**config.mk**
```make
export PLATFORM = sky130hd
export DESIGN_NAME = encoder_debounce
export DESIGN_NICKNAME = d
export VERILOG_FILES = /design/src/rtl/encoder_pkg.sv /design/src/rtl/bit_sync.sv /design/src/rtl/encoder_debounce.sv
export SDC_FILE = /design/constraint.sdc
export NUM_CORES = 1
export LEC_CHECK = 0
export CORE_MARGIN = 2
export CORE_UTILIZATION = 40
export DETAILED_ROUTE_END_ITERATION = 6
export GPL_TIMING_DRIVEN = 0
export HOLD_SLACK_MARGIN = 0.02
export PLACE_DENSITY_LB_ADDON = 0.25
export SYNTH_ARGS = -nofsm -noshare
export SYNTH_HDL_FRONTEND = slang
export SYNTH_HIERARCHICAL = 1
export SYNTH_SLANG_ARGS = --single-unit
export TNS_END_PERCENT = 5
```
**constraint.sdc**
```tcl
create_clock -name clk -period 9.45 [get_ports clk]
set_clock_uncertainty 0.15 [all_clocks]
set_input_delay 1.4175 -clock clk [delete_from_list [all_inputs] [get_ports clk]]
set_output_delay 1.4175 -clock clk [all_outputs]
set_load 0.01 [all_outputs]
```
**src/rtl/encoder_pkg.sv**
```systemverilog
// Shared definitions for the encoder input conditioner: FSM states and defaults.
package encoder_pkg;

  localparam int ENC_CNT_W    = 16;
  localparam int ENC_DEF_FILT = 1000;
  localparam int CLK_HZ       = 100_000_000;

  typedef enum logic [2:0] {
    S_INIT   = 3'd0,
    S_LOW    = 3'd1,
    S_HIGH   = 3'd2,
    S_CHK_HI = 3'd3,
    S_CHK_LO = 3'd4
  } state_t;

  // Converts a filter time in ns into clk cycles, rounding down.
  function automatic int unsigned ns_to_cycles(input int unsigned ns);
    return (ns * (CLK_HZ / 1_000_000)) / 1000;
  endfunction

endpackage

```
**src/rtl/bit_sync.sv**
```systemverilog
// N-flop synchroniser for a single asynchronous bit; all flops reset to 0.
module bit_sync #(
  parameter int N = 2
) (
  input  logic clk,
  input  logic rst,
  input  logic d,
  output logic q
);

  logic [N-1:0] r_sync;

  always_ff @(posedge clk or posedge rst) begin
    if (rst) r_sync <= '0;
    else     r_sync <= {r_sync[N-2:0], d};
  end

  assign q = r_sync[N-1];

endmodule

```
**src/rtl/encoder_debounce.sv**
```systemverilog
// Encoder pin conditioner: synchronise, qualify each candidate edge for L_eff
// cycles, emit level + rise/fall strobes, count rejected candidates.
module encoder_debounce
  import encoder_pkg::*;
#(
  parameter int SYNC_STAGES = 2,
  parameter int CNT_W       = ENC_CNT_W,
  parameter int DEF_FILT    = ENC_DEF_FILT
) (
  input  logic             clk,
  input  logic             rst,
  input  logic             enc_raw,
  input  logic [CNT_W-1:0] filt_len,
  input  logic             clear,
  output logic             enc_valid,
  output logic             enc_filt,
  output logic             enc_rise,
  output logic             enc_fall,
  output logic             glitch,
  output logic [CNT_W-1:0] glitch_cnt,
  output state_t           dbg_state
);

  state_t           r_state;
  logic [CNT_W-1:0] r_cnt;
  logic [CNT_W-1:0] r_len;
  logic             r_valid;
  logic             r_filt;
  logic             r_rise;
  logic             r_fall;
  logic             r_glitch;
  logic [CNT_W-1:0] r_gcnt;

  logic             w_s_in;
  logic [CNT_W-1:0] w_len_eff;
  logic             w_reject;

  bit_sync #(.N(SYNC_STAGES)) u_sync (
    .clk (clk),
    .rst (rst),
    .d   (enc_raw),
    .q   (w_s_in)
  );

  assign w_len_eff = (filt_len == '0) ? CNT_W'(DEF_FILT) : filt_len;
  assign w_reject  = ((r_state == S_CHK_HI) && !w_s_in) ||
                     ((r_state == S_CHK_LO) &&  w_s_in);

  always_ff @(posedge clk or posedge rst) begin
    if (rst) begin
      r_state  <= S_INIT;
      r_cnt    <= '0;
      r_len    <= '0;
      r_valid  <= 1'b0;
      r_filt   <= 1'b0;
      r_rise   <= 1'b0;
      r_fall   <= 1'b0;
      r_glitch <= 1'b0;
    end else begin
      r_rise   <= 1'b0;
      r_fall   <= 1'b0;
      r_glitch <= 1'b0;
      case (r_state)
        // Wait for the synchroniser to fill before trusting s_in.
        S_INIT: begin
          if (r_cnt == CNT_W'(SYNC_STAGES)) begin
            r_filt  <= w_s_in;
            r_valid <= 1'b1;
            r_cnt   <= '0;
            r_state <= w_s_in ? S_HIGH : S_LOW;
          end else begin
            r_cnt <= r_cnt + CNT_W'(1);
          end
        end
        S_LOW: begin
          if (w_s_in) begin
            r_len <= w_len_eff;
            if (w_len_eff == CNT_W'(1)) begin
              r_filt  <= 1'b1;
              r_rise  <= 1'b1;
              r_cnt   <= '0;
              r_state <= S_HIGH;
            end else begin
              r_cnt   <= CNT_W'(1);
              r_state <= S_CHK_HI;
            end
          end
        end
        S_HIGH: begin
          if (!w_s_in) begin
            r_len <= w_len_eff;
            if (w_len_eff == CNT_W'(1)) begin
              r_filt  <= 1'b0;
              r_fall  <= 1'b1;
              r_cnt   <= '0;
              r_state <= S_LOW;
            end else begin
              r_cnt   <= CNT_W'(1);
              r_state <= S_CHK_LO;
            end
          end
        end
        S_CHK_HI: begin
          if (w_s_in) begin
            if (r_cnt == r_len - CNT_W'(1)) begin
              r_filt  <= 1'b1;
              r_rise  <= 1'b1;
              r_cnt   <= '0;
              r_state <= S_HIGH;
            end else begin
              r_cnt <= r_cnt + CNT_W'(1);
            end
          end else begin
            r_glitch <= 1'b1;
            r_cnt    <= '0;
            r_state  <= S_LOW;
          end
        end
        S_CHK_LO: begin
          if (!w_s_in) begin
            if (r_cnt == r_len - CNT_W'(1)) begin
              r_filt  <= 1'b0;
              r_fall  <= 1'b1;
              r_cnt   <= '0;
              r_state <= S_LOW;
            end else begin
              r_cnt <= r_cnt + CNT_W'(1);
            end
          end else begin
            r_glitch <= 1'b1;
            r_cnt    <= '0;
            r_state  <= S_HIGH;
          end
        end
        default: begin
          r_cnt   <= '0;
          r_state <= S_INIT;
        end
      endcase
    end
  end

  // Clear has priority over a coincident reject; the count saturates.
  always_ff @(posedge clk or posedge rst) begin
    if (rst)                         r_gcnt <= '0;
    else if (clear)                  r_gcnt <= '0;
    else if (w_reject && (r_gcnt != '1)) r_gcnt <= r_gcnt + CNT_W'(1);
  end

  assign enc_valid  = r_valid;
  assign enc_filt   = r_filt;
  assign enc_rise   = r_rise;
  assign enc_fall   = r_fall;
  assign glitch     = r_glitch;
  assign glitch_cnt = r_gcnt;
  assign dbg_state  = r_state;

endmodule
```
==> run_results.csv, run 1 <==
group,metric,value,unit
run_status,outcome,"completed",
floorplanning,ios,44,
critical_path,critPathMaxFanout,8,
route,antenna_left,0,
critical_path,critPathBufInv,1,
placed_design,place_ws,5.75,ns
clocking,cts_tree,"built",
critical_path,cpPeakStageDelay,0.57,ns
power_and_ir_drop,power_density,244,nW/um^2
route,viasPerCell,5.76,
global_routing,grt_pass1_vias,3364,
clocking,htreeDepth,3,
timing,relSlewSlack,56.6,%
clocking,clockBufferDepth,2,
clocking,hold_buffers,0,
clocking,worstSkewPairLatency,0.34,ns
route,wl,9.25,mm
route,drtPass1Iterations,4,
timing,finalCriticalPeriod,3.58,ns
logic_synthesis,synthTopCellsByArea,"dfrtp_1 40%, nand2_1 4.0%, xor2_1 3.9%",
power_and_ir_drop,ir_drop,0.165,mV
timing,setup_viol,0,
floorplanning,rows,34,
clocking,cts_resized,0,
clocking,cts_buffers,9,
layout,layout_common_cells,"58 x dfrtp_1, 42 x clkdlybuf4s50_1, 39 x nand2_1",
power_and_ir_drop,total_leakage_power,1.73,nW
layout,antennaDiodeCount,0,
run,max_cap_violations,0,
layout,final_nets,488,
timing,finalSetupTns,0,ns
global_routing,grt_max_degree,34,
timing,worstMarginPinSlew,0.646,ns
global_routing,grt_pass1_wl,16.2,mm
timing,min_period_over_period,37.9,%
floorplanning,coreArea,8760,sq um
floorplanning,dieArea,9860,sq um
logic_synthesis,async_flop_share,100,%
critical_path,cp_top_family,"simple AND/OR/NAND/NOR gates",
timing,whs,0.206,ns
timing,hold_viol_final,0,
logic_synthesis,yosysTopAreaCellShare,39.9,%
clocking,path_clk_slew,0.06,ns
floorplanning,die_h,99.3,microns
logic_synthesis,synth_cells,409,
layout,stdcell_count,576,
logic_synthesis,synthesis.nets,433,
layout,mostFrequentLayoutCell,"dfrtp_1",
worst_hold_path,holdCritPathClass,"reg2reg",
logic_synthesis,syn_avg_cell_area,8.88,sq um
global_routing,grt_overflow,0,
route,drtIter0Drc,214,
critical_path,cp_slowest_cell,"nor4b_2",
placed_design,hpwl,6.78,mm
critical_path,worstSetupPathType,"reg2reg",
clocking,cts-root-buf,"clkbuf_8",
layout,fin_util,49.8,%
layout,area_growth,20.1,%
global_routing,grt_usage,20.1,%
floorplanning,start_util,41.5,%
timing,slew_violations,0,
route,drc,0,
clocking,cts_num_sinks,58,
logic_synthesis,synth.distinct_cells,67,
logic_synthesis,ys_seq_area_share,39.9,%
critical_path,crit_required,9.48,ns
critical_path,start_kind,"flop",
timing,setup_slack,5.87,ns
route,vias,3319,
timing,fmax,279,MHz
logic_synthesis,synth_area,3630,sq um
critical_path,critPathArrivalTime,3.62,ns
placed_design,place.gp.congestion,0.886,
clocking,post_cts_buffers,0,
route,wl_per_cell,16.1,microns
critical_path,worstSetupEndpointType,"flop",
logic_synthesis,synth-edff-count,0,
layout,drive_gt1_share,8.12,%
placed_design,io_buffers,42,
logic_synthesis,ys_warn_count,6,
global_routing,grt_antenna_before_repair,0,
logic_synthesis,synth_ff_type,"dfrtp_1",
critical_path,cp_cell_sequence,"inv_1, ha_1, nor4b_2, and4b_1, xnor2_1, nand4_2, nor3_4, a21oi_2, nor4_4, o32ai_1",
placed_design,placed_cells,560,
timing,rsz0062_at_grt,"false",
logic_synthesis,yosysTopAreaCell,"dfrtp_1",
logic_synthesis,synth_seq_cells,58,
floorplanning,die_x,99.3,microns
## worst register-to-register path: stages (launching register included)
cell and delay, ns:
dfrtp_1 0.46, inv_1 0.11, ha_1 0.21, nor4b_2 0.57, and4b_1 0.31, xnor2_1 0.17
nand4_2 0.22, nor3_4 0.32, a21oi_2 0.20, nor4_4 0.55, o32ai_1 0.17
## Yosys cell counts, drive strengths merged (4+ instances only)
library cell,number
and4,8
nand3,15
clkbuf,18
a31oi,4
xnor2,12
buf,4
or2,6
inv,19
o22a,4
nor2,37
nand2,39
dfrtp,58
a21oi,13
o311ai,6
o32ai,4
xor2,16
or3,6
a211oi,5
a22o,4
o31ai,4
nand4,9
and3,6
o21ai,27
ha,4
nor2b,5
nor4,12
nor3,19
## state kept, by name, summed over array words and instances, names as in the netlist
signal,flops
enc_valid,1
enc_filt,1
glitch_cnt,16
r_cnt,16
u_sync/r_sync,2
enc_rise,1
enc_fall,1
glitch,1
dbg_state,3
r_len,16
## through the flow
| step | area, sq um | total power, mW |
|---|---|---|
| after floorplan | 3630 | 0.728 |
| after global placement | 4190 | 0.860 |
| after detailed placement | 4210 | 0.871 |
| after CTS | 4360 | 1.06 |
| after global routing | 4370 | 1.14 |
| final | 4370 | 1.07 |
## area by class of cell
type / count / area, sq um
Timing Repair Buffer: 44 / 445
Inverter: 19 / 71.3
Multi-Input combinational cell: 310 / 2020
Tap cell: 108 / 135
Clock buffer: 11 / 131
Buffer: 22 / 93.8
Clock inverter: 4 / 20.0
Fill cell: 847 / 4400
Sequential cell: 58 / 1450
## metal layers
layer | up-vias | wire length [microns] | global-route usage [%]
li1 | 1626 | - | -
met3 | 15 | 344 | 3.87
met4 | 0 | 136 | 6.85
met1 | 1611 | 4540 | 28.4
met5 | - | 0 | 0
met2 | 67 | 4230 | 30.8
## cell families (layout without fill, tap and decap cells)
group / Yosys count / count (layout) / synth area share, %
XOR/XNOR: 28 / 28 / 6.75
buffers and inverters: 41 / 100 / 4.55
multiplexers: 4 / 4 / 1.14
flip-flops: 58 / 58 / 39.9
AO/OA/AOI/OAI: 98 / 98 / 19.3
adder cells (fa/ha/maj): 4 / 4 / 1.38
AND/OR/NAND/NOR: 176 / 176 / 26.9
## final timing paths
kind	startpoint	cells past startpoint	slack [ns]	endpoint
min in group asynchronous	rst	2	1.12	u_sync/r_sync[0]
hold reg to reg	u_sync/r_sync[0]	0	0.21	u_sync/r_sync[1]
setup / recovery	r_len[0]	10	5.87	r_cnt[11]
max in group asynchronous	rst	3	7.29	r_cnt[7]
hold / removal	u_sync/r_sync[0]	0	0.21	u_sync/r_sync[1]
setup reg to reg	r_len[0]	10	5.87	r_cnt[11]
## power breakdown
group	switching (mW)	total, mW	internal [mW]
Clock	0.0973	0.189	0.0919
Combinational	0.286	0.496	0.210
Sequential	0.0777	0.380	0.303
Power figures use the tool's default switching activity.
==> run 2, diff against run 1 <==
==> constraint.sdc (replaced) <==
create_clock -name clk -period 3.7 [get_ports clk]
set_clock_uncertainty 0.15 [all_clocks]
set_input_delay 0.555 -clock clk [delete_from_list [all_inputs] [get_ports clk]]
set_output_delay 0.555 -clock clk [all_outputs]
set_load 0.01 [all_outputs]
==> run 2 against run 1 <==
Effect of this change:
- sequential power rose to 2.6 times the previous value
- via count up 0.36%
- hold slack about the same
- final cell count up 0.17%
- design area up 0.52%
- flip-flop and latch count unchanged
- first-iteration DRC count down 1.4%
- sequential share of layout area down 0.17 points
- non-clock buffer count up 1
- clock power rose to 2.6 times the previous value
==> run_results.csv, run 2 (synthesized netlist as in run 1, its figures left out) <==
group,metric,value,unit
floorplanning,dieArea,9860,sq um
critical_path,critPathMaxFanout,6,
critical_path,worstSetupEndpointType,"flop",
floorplanning,start_util,41.5,%
layout,stdcell_count,577,
critical_path,worstRegToRegCells,11,
clocking,htreeDepth,3,
timing,rsz0062_at_grt,"false",
critical_path,worstSetupPathType,"reg2reg",
floorplanning,die_h,99.3,microns
critical_path,start_kind,"flop",
timing,setup_slack,0.276,ns
global_routing,grt_pass1_vias,3364,
power_and_ir_drop,power,2.76,mW
route,wl_met1,4.55,mm
route,drtIter0Drc,211,
route,antenna_left,0,
critical_path,critPathArrivalTime,3.50,ns
critical_path,cpPeakStageDelay,0.50,ns
clocking,worstSkewPairLatency,0.34,ns
route,drtPass1Iterations,5,
placed_design,dpl_cell_area,4210,sq um
layout,final_nets,489,
layout,drive_gt1_share,8.53,%
timing,finalCriticalPeriod,3.42,ns
timing,worstMarginPinSlew,0.564,ns
worst_hold_path,whs_path_depth,0,
power_and_ir_drop,total_leakage_power,1.74,nW
placed_design,place_ws,0.117,ns
floorplanning,coreArea,8760,sq um
route,viasPerCell,5.77,
clocking,clockBufferDepth,2,
route,routed.top_layer,"met4",
route,wl,9.26,mm
timing,slew_violations,0,
floorplanning,die_x,99.3,microns
placed_design,hpwl,6.78,mm
critical_path,cpMostUsedCell,"a211oi_1",
route,wl_met3,365,microns
critical_path,cp_slowest_cell,"or4b_4",
timing,finalSetupTns,0,ns
route,drc,0,
clocking,path_clk_slew,0.06,ns
placed_design,place.gp.congestion,0.886,
run_status,outcome,"completed",
timing,hold_viol_final,0,
clocking,cts_tree,"built",
timing,setup_viol,0,
timing,relSlewSlack,62.1,%
worst_hold_path,holdCritPathClass,"reg2reg",
critical_path,r2r_setup_slack,0.28,ns
power_and_ir_drop,ir_drop,0.419,mV
placed_design,io_buffers,42,
timing,fmax,292,MHz
clocking,hold_buffers,0,
run,max_cap_violations,0,
layout,antennaDiodeCount,0,
critical_path,crit_required,3.77,ns
layout,area_growth,20.8,%
route,dr_wl_met2,4.21,mm
global_routing,grt_pass1_wl,16.2,mm
layout,mostFrequentLayoutCell,"dfrtp_1",
route,wl_per_cell,16.0,microns
global_routing,grt_usage,20.1,%
clocking,cts-root-buf,"clkbuf_8",
global_routing,grt_overflow,0,
layout,fin_area,4390,sq um
critical_path,cp_cell_sequence,"inv_1, ha_1, or4b_4, or3_1, a22oi_2, nand4_2, a211oi_1, and3b_1, clkbuf_1, a211oi_1, a211oi_1",
clocking,cts_num_sinks,58,
clocking,cts_buffers,9,
floorplanning,ios,44,
power_and_ir_drop,power_density,628,nW/um^2
timing,min_period_over_period,92.5,%
floorplanning,rows,34,
route,vias,3331,
layout,layout_common_cells,"58 x dfrtp_1, 42 x clkdlybuf4s50_1, 39 x nand2_1",
global_routing,grt_antenna_before_repair,0,
placed_design,placed_cells,560,
global_routing,grt_max_degree,34,
==> run 2: path summary, 6_finish.rpt <==
path,from,endpoint
min in group asynchronous,rst,u_sync/r_sync[0]
max in group asynchronous,rst,r_cnt[4]
min reg2reg,u_sync/r_sync[0],u_sync/r_sync[1]
max reg2reg,r_len[0],dbg_state[2]
max,r_len[0],dbg_state[2]
min,u_sync/r_sync[0],u_sync/r_sync[1]
==> run 2: power breakdown <==
part | internal (mW) | switching, mW
registers | 0.773 | 0.205
clock network | 0.235 | 0.248
logic | 0.558 | 0.737
total | 1.57 | 1.19
==> run 2: what timing repair did <==
action | in CTS | in global routing
gates resized for setup | 0 | 2
setup endpoints to repair | 0 | 17
endpoints found under the hold margin | 0 | 0
buffers inserted | 0 | 1
==> run 2: cell type report <==
cell class              instances  area, sq um
fillers                       844         4380
multi-input cells             310         2030
flip-flops and latches         58         1450
repair buffers                 45          453
well taps                     108          135
clock buffers                  11          131
plain buffers                  22         93.8
inverters                      19         71.3
clock inverters                 4         20.0
==> run 2: metrics by stage <==
step	hold WS, ns	utilization (%)
after global routing	0.228	50.1
after CTS	0.210	49.8
after detailed placement	0.192	48.0
after floorplan	0.146	-
final	0.206	50.1
after global placement	0.186	47.8
==> run 2: metal layers <==
metal | track usage (%) | vias up
met3 | 3.87 | 13
met4 | 6.85 | 0
met1 | 28.4 | 1616
li1 | - | 1623
met5 | 0 | -
met2 | 30.8 | 79
==> run 2: critical path: cells and delay by family (launching register included) <==
family,cells,cell delay (ns)
and+or+nand+nor,4,1.26
AOI/OAI and AO/OA,4,0.87
DFF,1,0.46
buffers and inverters,2,0.35
adders and majority gates,1,0.21
==> run 3, diff against run 2 <==
==> constraint.sdc (replaced) <==
create_clock -name clk -period 3.95 [get_ports clk]
set_clock_uncertainty 0.15 [all_clocks]
set_input_delay 0.5925 -clock clk [delete_from_list [all_inputs] [get_ports clk]]
set_output_delay 0.5925 -clock clk [all_outputs]
set_load 0.01 [all_outputs]
==> results of run 3 <==
The final DEF is identical to that of run 1. Status: completed.
Main changes from that run: setup slack after placement 5.75 ns -> 0.367 ns; setup slack after layout 5.87 ns -> 0.365 ns; register-to-register setup slack 5.87 ns -> 0.37 ns; total power 1.07 mW -> 2.55 mW; worst IR drop on VDD 0.165 mV -> 0.394 mV
